## src/rtl/concat_feed_pkg.sv

```systemverilog
// Shared parameter header for the concat feed: parallelism, scaler latency
// and the types shared by the feed FSM and its job configuration.
package concat_feed_pkg;

  localparam int PARA_PICTURE_NUM   = 1;
  localparam int PARA_SCALER_LATENCY = 4;

  typedef enum logic [1:0] {
    IDLE,
    BR_A,
    BR_B,
    FIN
  } feed_state_t;

  typedef struct packed {
    logic [15:0] a_blocks;
    logic [15:0] b_blocks;
    logic [19:0] pixels;
    logic [31:0] scale_a;
    logic [31:0] scale_b;
  } job_cfg_t;

  function automatic int beat_w(input int pictures, input int channels);
    return pictures * channels * 32;
  endfunction

endpackage

```

## src/rtl/concat_feed_if.sv

```systemverilog
// Beat streams of the concat feed: two branch inputs and the merged output
// toward the concat scaler.
interface concat_feed_if #(
  parameter int BEAT_W = 512
);

  logic [BEAT_W-1:0] a_data;
  logic              a_valid;
  logic              a_ready;
  logic [BEAT_W-1:0] b_data;
  logic              b_valid;
  logic              b_ready;
  logic              out_ready;
  logic [BEAT_W-1:0] concat_data_out;
  logic [31:0]       scale_out;
  logic              out_valid;
  logic              out_last;

  modport master (
    output a_data, a_valid, b_data, b_valid, out_ready,
    input  a_ready, b_ready, concat_data_out, scale_out, out_valid, out_last
  );

  modport slave (
    input  a_data, a_valid, b_data, b_valid, out_ready,
    output a_ready, b_ready, concat_data_out, scale_out, out_valid, out_last
  );

endinterface

```

## src/rtl/concat_feed_valid_delay.sv

```systemverilog
// Fixed-depth shift register that lines the valid/last sideband up with
// the output of the concat scaler pipeline.
module concat_valid_delay #(
  parameter int DEPTH = 4,
  parameter int WIDTH = 1
) (
  input  logic             clk,
  input  logic             rst,
  input  logic [WIDTH-1:0] din,
  output logic [WIDTH-1:0] dout
);

  logic [WIDTH-1:0] stage [DEPTH];

  always_ff @(posedge clk) begin
    if (rst) begin
      for (int i = 0; i < DEPTH; i++) begin
        stage[i] <= '0;
      end
    end else begin
      stage[0] <= din;
      for (int i = 1; i < DEPTH; i++) begin
        stage[i] <= stage[i-1];
      end
    end
  end

  assign dout = stage[DEPTH-1];

endmodule

```

## src/rtl/concat_feed.sv

```systemverilog
// Merges branch A and branch B beat streams pixel by pixel (all A beats, then
// all B beats) into the concat scaler, tagging each beat with its branch scale.
module concat_feed
  import concat_feed_pkg::*;
#(
  parameter int PICTURE_NUM       = concat_feed_pkg::PARA_PICTURE_NUM,
  parameter int RE_CHANNEL_IN_NUM = 16
) (
  input  logic          clk,
  input  logic          rst,
  input  logic          start,
  input  logic [15:0]   ch_a_blocks,
  input  logic [15:0]   ch_b_blocks,
  input  logic [19:0]   pixel_num,
  input  logic [31:0]   scale_a,
  input  logic [31:0]   scale_b,
  concat_feed_if.slave  bus,
  output logic          scaled_valid,
  output logic          scaled_last,
  output logic          busy,
  output logic          done
);

  localparam int BEAT_W = beat_w(PICTURE_NUM, RE_CHANNEL_IN_NUM);

  feed_state_t       state;
  job_cfg_t          cfg;
  logic [15:0]       beat_cnt;
  logic [19:0]       pix_cnt;
  logic              acc_a;
  logic              acc_b;
  logic              a_final;
  logic              b_final;
  logic              pix_final;
  logic              beat_last;
  logic [BEAT_W-1:0] sel_data;
  logic [1:0]        scaled_bits;

  // Readies are gated by rst so nothing can be accepted while reset is held.
  assign bus.a_ready = !rst && (state == BR_A) && bus.out_ready;
  assign bus.b_ready = !rst && (state == BR_B) && bus.out_ready;
  assign acc_a       = bus.a_valid && bus.a_ready;
  assign acc_b       = bus.b_valid && bus.b_ready;
  assign a_final     = (beat_cnt == cfg.a_blocks - 16'd1);
  assign b_final     = (beat_cnt == cfg.b_blocks - 16'd1);
  assign pix_final   = (pix_cnt == cfg.pixels - 20'd1);
  assign beat_last   = pix_final && ((acc_a && a_final && (cfg.b_blocks == 16'd0)) ||
                                     (acc_b && b_final));
  assign sel_data    = acc_a ? bus.a_data : bus.b_data;
  assign busy        = (state != IDLE);

  always_ff @(posedge clk) begin
    if (rst) begin
      state    <= IDLE;
      cfg      <= '0;
      beat_cnt <= '0;
      pix_cnt  <= '0;
      done     <= 1'b0;
    end else begin
      done <= 1'b0;
      case (state)
        IDLE: begin
          if (start) begin
            cfg      <= '{ch_a_blocks, ch_b_blocks, pixel_num, scale_a, scale_b};
            beat_cnt <= '0;
            pix_cnt  <= '0;
            if ((pixel_num == 20'd0) || ((ch_a_blocks == 16'd0) && (ch_b_blocks == 16'd0))) begin
              state <= FIN;
            end else if (ch_a_blocks == 16'd0) begin
              state <= BR_B;
            end else begin
              state <= BR_A;
            end
          end
        end
        BR_A: begin
          if (acc_a) begin
            if (a_final) begin
              beat_cnt <= '0;
              if (cfg.b_blocks != 16'd0) begin
                state <= BR_B;
              end else if (pix_final) begin
                state <= FIN;
              end else begin
                pix_cnt <= pix_cnt + 20'd1;
              end
            end else begin
              beat_cnt <= beat_cnt + 16'd1;
            end
          end
        end
        BR_B: begin
          if (acc_b) begin
            if (b_final) begin
              beat_cnt <= '0;
              if (pix_final) begin
                state <= FIN;
              end else begin
                pix_cnt <= pix_cnt + 20'd1;
                state   <= (cfg.a_blocks != 16'd0) ? BR_A : BR_B;
              end
            end else begin
              beat_cnt <= beat_cnt + 16'd1;
            end
          end
        end
        FIN: begin
          done  <= 1'b1;
          state <= IDLE;
        end
        default: state <= IDLE;
      endcase
    end
  end

  // Data and scale hold their last values between beats; only valid/last pulse.
  always_ff @(posedge clk) begin
    if (rst) begin
      bus.concat_data_out <= '0;
      bus.scale_out       <= '0;
      bus.out_valid       <= 1'b0;
      bus.out_last        <= 1'b0;
    end else begin
      bus.out_valid <= acc_a || acc_b;
      bus.out_last  <= beat_last;
      if (acc_a || acc_b) begin
        bus.concat_data_out <= sel_data;
        bus.scale_out       <= acc_a ? cfg.scale_a : cfg.scale_b;
      end
    end
  end

  concat_valid_delay #(
    .DEPTH (PARA_SCALER_LATENCY),
    .WIDTH (2)
  ) u_valid_delay (
    .clk  (clk),
    .rst  (rst),
    .din  ({bus.out_valid, bus.out_last}),
    .dout (scaled_bits)
  );

  assign scaled_valid = scaled_bits[1];
  assign scaled_last  = scaled_bits[0];

endmodule

```

## src/flat_wrapper.sv

```systemverilog
// flat-port wrapper written by rule: the top's interface ports become plain ports
module concat_feed_flat import concat_feed_pkg::*;
#(
  parameter int PICTURE_NUM       = concat_feed_pkg::PARA_PICTURE_NUM,
  parameter int RE_CHANNEL_IN_NUM = 16
)
  (clk, rst, start, ch_a_blocks, ch_b_blocks, pixel_num, scale_a, scale_b, scaled_valid, scaled_last, busy, done, bus_a_data, bus_a_valid, bus_b_data, bus_b_valid, bus_out_ready, bus_a_ready, bus_b_ready, bus_concat_data_out, bus_scale_out, bus_out_valid, bus_out_last);
  concat_feed_if bus_i ();
  input  logic clk;
  input  logic rst;
  input  logic start;
  input  logic [15:0] ch_a_blocks;
  input  logic [15:0] ch_b_blocks;
  input  logic [19:0] pixel_num;
  input  logic [31:0] scale_a;
  input  logic [31:0] scale_b;
  output logic scaled_valid;
  output logic scaled_last;
  output logic busy;
  output logic done;
  input wire logic [$bits(bus_i.a_data)-1:0] bus_a_data;
  input wire logic [$bits(bus_i.a_valid)-1:0] bus_a_valid;
  input wire logic [$bits(bus_i.b_data)-1:0] bus_b_data;
  input wire logic [$bits(bus_i.b_valid)-1:0] bus_b_valid;
  input wire logic [$bits(bus_i.out_ready)-1:0] bus_out_ready;
  output wire logic [$bits(bus_i.a_ready)-1:0] bus_a_ready;
  output wire logic [$bits(bus_i.b_ready)-1:0] bus_b_ready;
  output wire logic [$bits(bus_i.concat_data_out)-1:0] bus_concat_data_out;
  output wire logic [$bits(bus_i.scale_out)-1:0] bus_scale_out;
  output wire logic [$bits(bus_i.out_valid)-1:0] bus_out_valid;
  output wire logic [$bits(bus_i.out_last)-1:0] bus_out_last;
  assign bus_i.a_data = bus_a_data;
  assign bus_i.a_valid = bus_a_valid;
  assign bus_i.b_data = bus_b_data;
  assign bus_i.b_valid = bus_b_valid;
  assign bus_i.out_ready = bus_out_ready;
  assign bus_a_ready = bus_i.a_ready;
  assign bus_b_ready = bus_i.b_ready;
  assign bus_concat_data_out = bus_i.concat_data_out;
  assign bus_scale_out = bus_i.scale_out;
  assign bus_out_valid = bus_i.out_valid;
  assign bus_out_last = bus_i.out_last;
  concat_feed #(.PICTURE_NUM(PICTURE_NUM), .RE_CHANNEL_IN_NUM(RE_CHANNEL_IN_NUM)) u_core (.clk(clk), .rst(rst), .start(start), .ch_a_blocks(ch_a_blocks), .ch_b_blocks(ch_b_blocks), .pixel_num(pixel_num), .scale_a(scale_a), .scale_b(scale_b), .bus(bus_i), .scaled_valid(scaled_valid), .scaled_last(scaled_last), .busy(busy), .done(done));
endmodule
```

## config.mk

```make
export PLATFORM = sky130hd
export DESIGN_NAME = concat_feed_flat
export DESIGN_NICKNAME = d
export VERILOG_FILES = /design/src/rtl/concat_feed_pkg.sv /design/src/rtl/concat_feed_if.sv /design/src/rtl/concat_feed_valid_delay.sv /design/src/rtl/concat_feed.sv /design/src/flat_wrapper.sv
export SDC_FILE = /design/constraint.sdc
export NUM_CORES = 2
export LEC_CHECK = 0
export ABC_AREA = 1
export BUFFER_PORTS_ARGS = -buffer_cell sky130_fd_sc_hd__clkbuf_2
export CAP_MARGIN = 5
export CELL_PAD_IN_SITES_DETAIL_PLACEMENT = 0
export CELL_PAD_IN_SITES_GLOBAL_PLACEMENT = 1
export CORE_AREA = 2 2 658 660
export DETAILED_ROUTE_END_ITERATION = 10
export DIE_AREA = 0 0 660 662
export PLACE_DENSITY = 0.31
export SKIP_CTS_REPAIR_TIMING = 1
export SYNTH_ARGS = -nofsm -noshare
export SYNTH_HDL_FRONTEND = slang
export SYNTH_SLANG_ARGS = --single-unit
```

## constraint.sdc

```tcl
create_clock -name clk -period 2.6 [get_ports clk]
set_input_delay 0 -clock clk [delete_from_list [all_inputs] [get_ports clk]]
set_output_delay 0 -clock clk [all_outputs]
set_load 0.01 [all_outputs]
```

# Word level (Yosys, flattened, before mapping)
# Memories as Yosys holds them, arrays and structs flattened.
# Cells that the tools add are included.
[op_classes] n_mux=36 reduce_logical=28 eq_ne=13 addsub=5 bitwise_logic=4
[ops] operator="$mux W512" n=1
[ops] operator="$mux W20" n=7
[ops] operator="$mux W16" n=5
[ops] operator="$pmux W20 S3" n=1
[ops] operator="$logic_not A16 Y1" n=3
[ops] operator="$pmux W16 S3" n=1
[ops] operator="$eq A16 B16 Y1" n=2
[ops] operator="$mux W32" n=1
[ops] operator="$reduce_bool A16 Y1" n=2
[ops] operator="$sub A16 B1 Y16 const B" n=2
[ops] operator="$mux W2" n=15
[ops] operator="$add A20 B1 Y20 const B" n=1
[ops] operator="$eq A20 B20 Y1" n=1
[ops] operator="$logic_not A20 Y1" n=1
[ops] operator="$sub A20 B1 Y20 const B" n=1
[ops] operator="$add A16 B1 Y16 const B" n=1
[ops] operator="$logic_and A1 B1 Y1" n=11
[ops] operator="$ne A2 B1 Y1 const B" n=4
[ops] operator="$pmux W2 S4" n=1
[ops] operator="$reduce_and A7 Y1" n=1
[ops] operator="$reduce_and A6 Y1" n=1
[ops] operator="$eq A2 B2 Y1 const B" n=2
[ops] operator="$mux W1" n=4
[ops] operator="$ne A2 B2 Y1 const B" n=2
[ops] operator="10 further kinds" n=15
[totals] ff_bits=701 elab_cells=100 out_inout_bits=552 in_bits=1146 n_memories=1 mem_bits_rw=8
[memory_table] name="u_core.u_valid_delay.stage" depth=4 width=2 rd=4 rd_ports_with_merged_regs=0 write_ports=4 line="concat_feed_valid_delay.sv:13" rtl="logic [WIDTH-1:0] stage [DEPTH];"

# Longest topological paths before layout
[depth] depth_word=8 depth_mapped=20 ltp_nobuf=20

# Cells and area by module
# A second synthesis with hierarchy kept.
[hier_totals] cells_unflattened=4421 hier_area_um2=31542.8
[modules_own_cells] module="concat_feed" cells_each=4396 n_inst=1 area_each_um2=31311.3 seq_area_each_um2=14033.5
[modules_own_cells] module="concat_valid_delay" cells_each=25 n_inst=1 area_each_um2=231.5 seq_area_each_um2=160.2

# Worst setup path after synthesis
# OpenSTA, ideal clock, no wires.
[synth_timing] kind="register -> register" startpoint="register u_core.state[1]" endpoint="register u_core.beat_cnt[14]" stages_incl_launch_ff=17 path_slack_ps=369 setup_ps=114 t_arrival_ps=2116 synth_period_minus_slack_ps=2231 t_required_ps=2486 n_path_buf=0 path_cell_list="dfxtp_1 inv_1 ha_1 inv_2 nor3_4 nand2_2 nand2_2 inv_2 nor2_8 nand3b_4 nor2_4 nand2_2 nor2_4 nand4_1 nor2_1 xor2_1 nor2_1"
[synth_between] elab_chain_len=6 elab_cells_between_ends=15 cone_classes="5 x eq/ne; 1 x mux; 9 x reduce/logical"
[synth_lines] element="start: declaration" line="concat_feed.sv:26" rtl="feed_state_t state;"
[synth_lines] element="start signal: assignment" line="concat_feed.sv:100" rtl="state <= (cfg.a_blocks != 16'd0) ? BR_A : BR_B;"
[synth_lines] element="$eq A2 B1 Y1" line="concat_feed.sv:40" rtl="assign bus.a_ready = !rst && (state == BR_A) && bus.out_ready;"
[synth_lines] element="$logic_and A1 B1 Y1 (2 in a row)" line="concat_feed.sv:40"
[synth_lines] element="net bus_a_ready" line="flat_wrapper.sv:26" rtl="output wire logic [$bits(bus_i.a_ready)-1:0] bus_a_ready;"
[synth_lines] element="$logic_and A1 B1 Y1" line="concat_feed.sv:42" rtl="assign acc_a = bus.a_valid && bus.a_ready;"
[synth_lines] element="$ne A2 B1 Y1 (no line)"
[synth_lines] element="$reduce_and A4 Y1 (no line)"
[synth_lines] element="end signal: assignment" line="concat_feed.sv:88" rtl="beat_cnt <= beat_cnt + 16'd1;"
[synth_lines] element="end signal: assignment" line="concat_feed.sv:103" rtl="beat_cnt <= beat_cnt + 16'd1;"
[synth_lines] element="end: declaration" line="concat_feed.sv:28" rtl="logic [15:0] beat_cnt;"
# The timed path passes the listed nets, and every way through them passes these cells.
# A chain may end at the register's enable or synchronous reset.

# Worst setup path in the final report
[layout_timing] startpoint="register u_core.state[1]" endpoint="register u_core.bus.concat_data_out[326]"
[layout_between] elab_chain_len=5 elab_cells_between_ends=10 cone_classes="2 x eq/ne; 1 x mux; 7 x reduce/logical"
[layout_lines] element="$eq A2 B1 Y1 or $eq A2 B2 Y1 (tied branches)" line="concat_feed.sv:40, concat_feed.sv:41"
[layout_lines] element="$logic_and A1 B1 Y1, on equally long branches (2 in a row)" line="concat_feed.sv:40, concat_feed.sv:41"
[layout_lines] element="$logic_and A1 B1 Y1, on equally long branches" line="concat_feed.sv:42, concat_feed.sv:43"
[layout_lines] element="$mux W512 or $logic_or A1 B1 Y1 (tied branches)" line="concat_feed.sv:49, concat_feed.sv:126"
[layout_lines] element="end signal: assignment" line="concat_feed.sv:127" rtl="bus.concat_data_out <= sel_data;"
[layout_lines] element="end: declaration" line="concat_feed_if.sv:26" rtl="output a_ready, b_ready, concat_data_out, scale_out, out_valid, out_last"
# Several ways; a longest one is shown, not always the timed one.

==> impl_results.md <==
- Clock Tree Buf Depth: 4
- Die ar.: about 440,000 um^2
- GPL Wtd Cong: 0.8979
- First-pass GRT wire length: between 400,000 and 500,000 um
- PnR Total Power: about 45,000 uW
- Placed wire-length estimate after detailed placement: slightly below 300,000 um
- Placed cell count: roughly 12,000
- Worst relative slew slack: 0.2573
- Final antenna-violating net count: 0
- CTS Buf Count: around 110
- Final min period: between 2000 and 3000 ps
- Setup-violating endpoint count in the final report: 1
- Yosys warnings: 0
- Clk Latency, worst-skew pair: 910 ps
- Number of cells in the finished layout apart from fillers: between 10,000 and 15,000
- Synthesis-to-finish area growth: 111.8%
- Count of buffers inserted at the top-level ports: 1,697
- Most area-consuming cells after synthesis: dfxtp_1 (43%), o21a_1 (12%), o21ai_0 (11%), a21oi_1 (9.4%), nand2_1 (8.5%)
- Width of the die: 660 um
- Critical Path Sink: u_core.bus.concat_data_out[326]
- Row Count: between 200 and 250
- Maximum level of the CTS H-tree: 3
- Arrival time at the worst endpoint: 3280 ps
- Layout net count: approximately 8,700
- Layout cells sized above 1: 0.3117
- Dominant cell type by area after synthesis: dfxtp_1
- Total gr overflow: 0
- Share of synthesized registers carrying an async set or reset: 0
- Pin count of the biggest net entering global routing: ~140
- Least-Margin Pin Slew: about 1100 ps
- Hold violation total from the final report: 13
- Height of the die: 662 um
- Slack of the worst reg-to-reg path: -10 ps
- Flip-flop and latch count after synthesis: 709
- Most used DFF post-synth: dfxtp_1
- Pwr Density: 640.6 nW/um^2
- Max-slew violations: 0
- Reg2Reg Capture Point: u_core.bus.concat_data_out[326]
- Design Area, Final: around 70,000 um^2
- Routed via count divided by cell count: about 3.4
- Via count: ~45,000
- Number of clock sinks: approximately 710
- Final core utilization: 0.1619
- CP max FO: 91
- Leakage power: 0.02798 uW
- Sequential area share after synthesis: 0.4321
- Avg WL per Cell: 26.47 um
- Via count of the first global-routing pass: 39,122
- Highest attainable clock frequency: between 300 and 400 MHz
- Result of the run: finished, violations left
- Total Routing Usage GR: 0.1473
- Initial core utilization: 0.07644
- Cells on worst reg2reg path: 10
- Maxcap violations: 0
- Number of enable flip-flop cells after synthesis: 0
- Worst Path Class, Setup: reg2reg
- Share of the synthesized area in the top cell type: 0.4321
- Worst Hold Margin: -24.04 ps
- Cell area after placement: 49,960 um^2
- Hold crit path type: in2reg
- Mapped Nets: between 5,000 and 6,000
- Boundary Pins: approximately 1,700
- CP required: around 3300 ps
- Launch instance of the worst register-to-register path: u_core.state[1]
- Initial antenna violation count: 153
- DRT Wirelength: approximately 360,000 um
- Final Skew: roughly 85 ps
- Worst ir drop on vdd: 561.6 uV
- Critical path launch point type: flip-flop
- Endpoint class of the critical path: flip-flop
- Clock tree from TritonCTS: yes
- Clock transition at path regs: 60 ps
- Violated checks: hold timing, setup timing
- Number of design-rule violations left by the first detailed-router iteration: 2,570
- Startpoint of the worst setup timing path: u_core.state[1]
- Fill cell total of the finished layout: around 50,000
- Cell at the root of the clock tree: clkbuf_16
- Final setup margin: -13.29 ps
- Setup repair after global routing missed its margin: yes
- Hold depth: 4
- Post-synth cell types: 45
- Synthesized instance count: between 4,000 and 5,000
- Combined area of all synthesized cells: 32,850 um^2
- Area of the placeable core: 429,700 um^2
- Crit share post-route: 1.005
- Mean instance size in the synthesized netlist: roughly 7.5 um^2
- DRC violations left: 0
- Number of detailed-routing iterations run before antenna repair: 8
## state kept, by name, summed over array words and instances, names as in the netlist
name	cells
u_core.bus.scale_out	32
u_core.beat_cnt	16
u_core.bus.out_valid	1
u_core.cfg	116
u_core.pix_cnt	20
u_core.state	2
u_core.u_valid_delay.stage	8
u_core.bus.concat_data_out	512
u_core.done	1
u_core.bus.out_last	1
## logic make-up after synthesis
logic type | Yosys count | synth area share
fa+ha+maj | 9 | 0.003429
flops | 709 | 0.4321
simple gates | 1225 | 0.1575
xor+xnor | 76 | 0.02049
buf+inv | 490 | 0.06000
compound gates | 1872 | 0.3264
## report_power, final
part	total [uW]	switching [uW]	leakage (uW)	internal [uW]
clock	16200	6560	0.00187	9670
sequential	12700	825	0.00575	11900
combinational	15600	9060	0.0204	6540
## stage by stage
stage / setup slack [ps] / TNS [ps]
final: -13.29 / -13.29
after global routing: -104.6 / -2876
after CTS: -233.1 / -6505
after detailed placement: -147.8 / -1434
after global placement: -173.0 / -2130
after floorplan: 369.3 / 0
## worst min path at each step
stage                     slack (ps)                         endpoint             from
after floorplan                  140                      bus_a_ready    bus_out_ready
after global placement           260                   u_core.cfg[53]      scale_a[21]
after detailed placement         260                   u_core.cfg[60]      scale_a[28]
after CTS                       -770                   u_core.cfg[60]      scale_a[28]
after global routing             -20  u_core.bus.concat_data_out[510]  bus_a_data[510]
final                            -20  u_core.bus.concat_data_out[446]  bus_a_data[446]
## cell usage in the layout, fill, tap and decap left out, types with 5 or more instances in the layout
cell type,instances
o21a_1,519
nand2_2,10
clkinv_2,10
nor2_4,12
clkbuf_8,35
o21ai_1,40
buf_8,5
nor3_1,18
o21ai_0,660
buf_4,245
buf_12,45
clkbuf_1,32
dfxtp_1,702
clkbuf_16,146
buf_16,22
a21oi_2,10
inv_2,15
nor4_1,18
bufinv_16,6
xnor2_1,24
clkbuf_2,1696
nor2_2,24
xor2_1,46
xor2_2,6
dlygate4sd3_1,1368
nand3_2,17
nand3_1,72
nand3b_1,12
nor2_1,253
diode_2,82
inv_1,113
a21oi_1,616
nand2_1,741
buf_6,25
o21ai_2,17
nand4_1,25
dfxtp_2,6
## cell type report
| type | instances | area [um^2] | area share |
|---|---|---|---|
| clock inverters | 23 | 317.8 | 0.004568 |
| inverters | 131 | 518.0 | 0.007446 |
| diodes | 82 | 205.2 | 0.002950 |
| well taps | 5710 | 7144 | 0.1027 |
| repair buffers | 3437 | 26660 | 0.3832 |
| clock buffers | 182 | 3480 | 0.05002 |
| multi-input cells | 3182 | 17040 | 0.2449 |
| flip-flops and latches | 709 | 14200 | 0.2042 |
## per-layer routing
metal / track usage / wire, um
met2: 0.2502 / 169200
met5: 0 / 266
met1: 0.1684 / 146800
met3: 0.06116 / 28830
met4: 0.04145 / 11090
## worst max-delay path, stage by stage, from the launching register on
cell and delay (ps):
dfxtp_2 320, inv_2 80, ha_4 160, inv_4 40, nor3_4 280, nand2_8 180, buf_4 240, buf_12 170
o21ai_1 360, buf_4 170, a21oi_1 50
## Yosys cell counts, types with 25 or more instances
| cell type | n |
|---|---|
| a21oi_1 | 620 |
| buf_2 | 78 |
| clkbuf_1 | 266 |
| dfxtp_1 | 709 |
| inv_1 | 121 |
| nand2_1 | 748 |
| nand3_1 | 76 |
| nand4_1 | 25 |
| nor2_1 | 270 |
| o21a_1 | 522 |
| o21ai_0 | 712 |
| xor2_1 | 51 |
(Power assumes the default switching activity.)
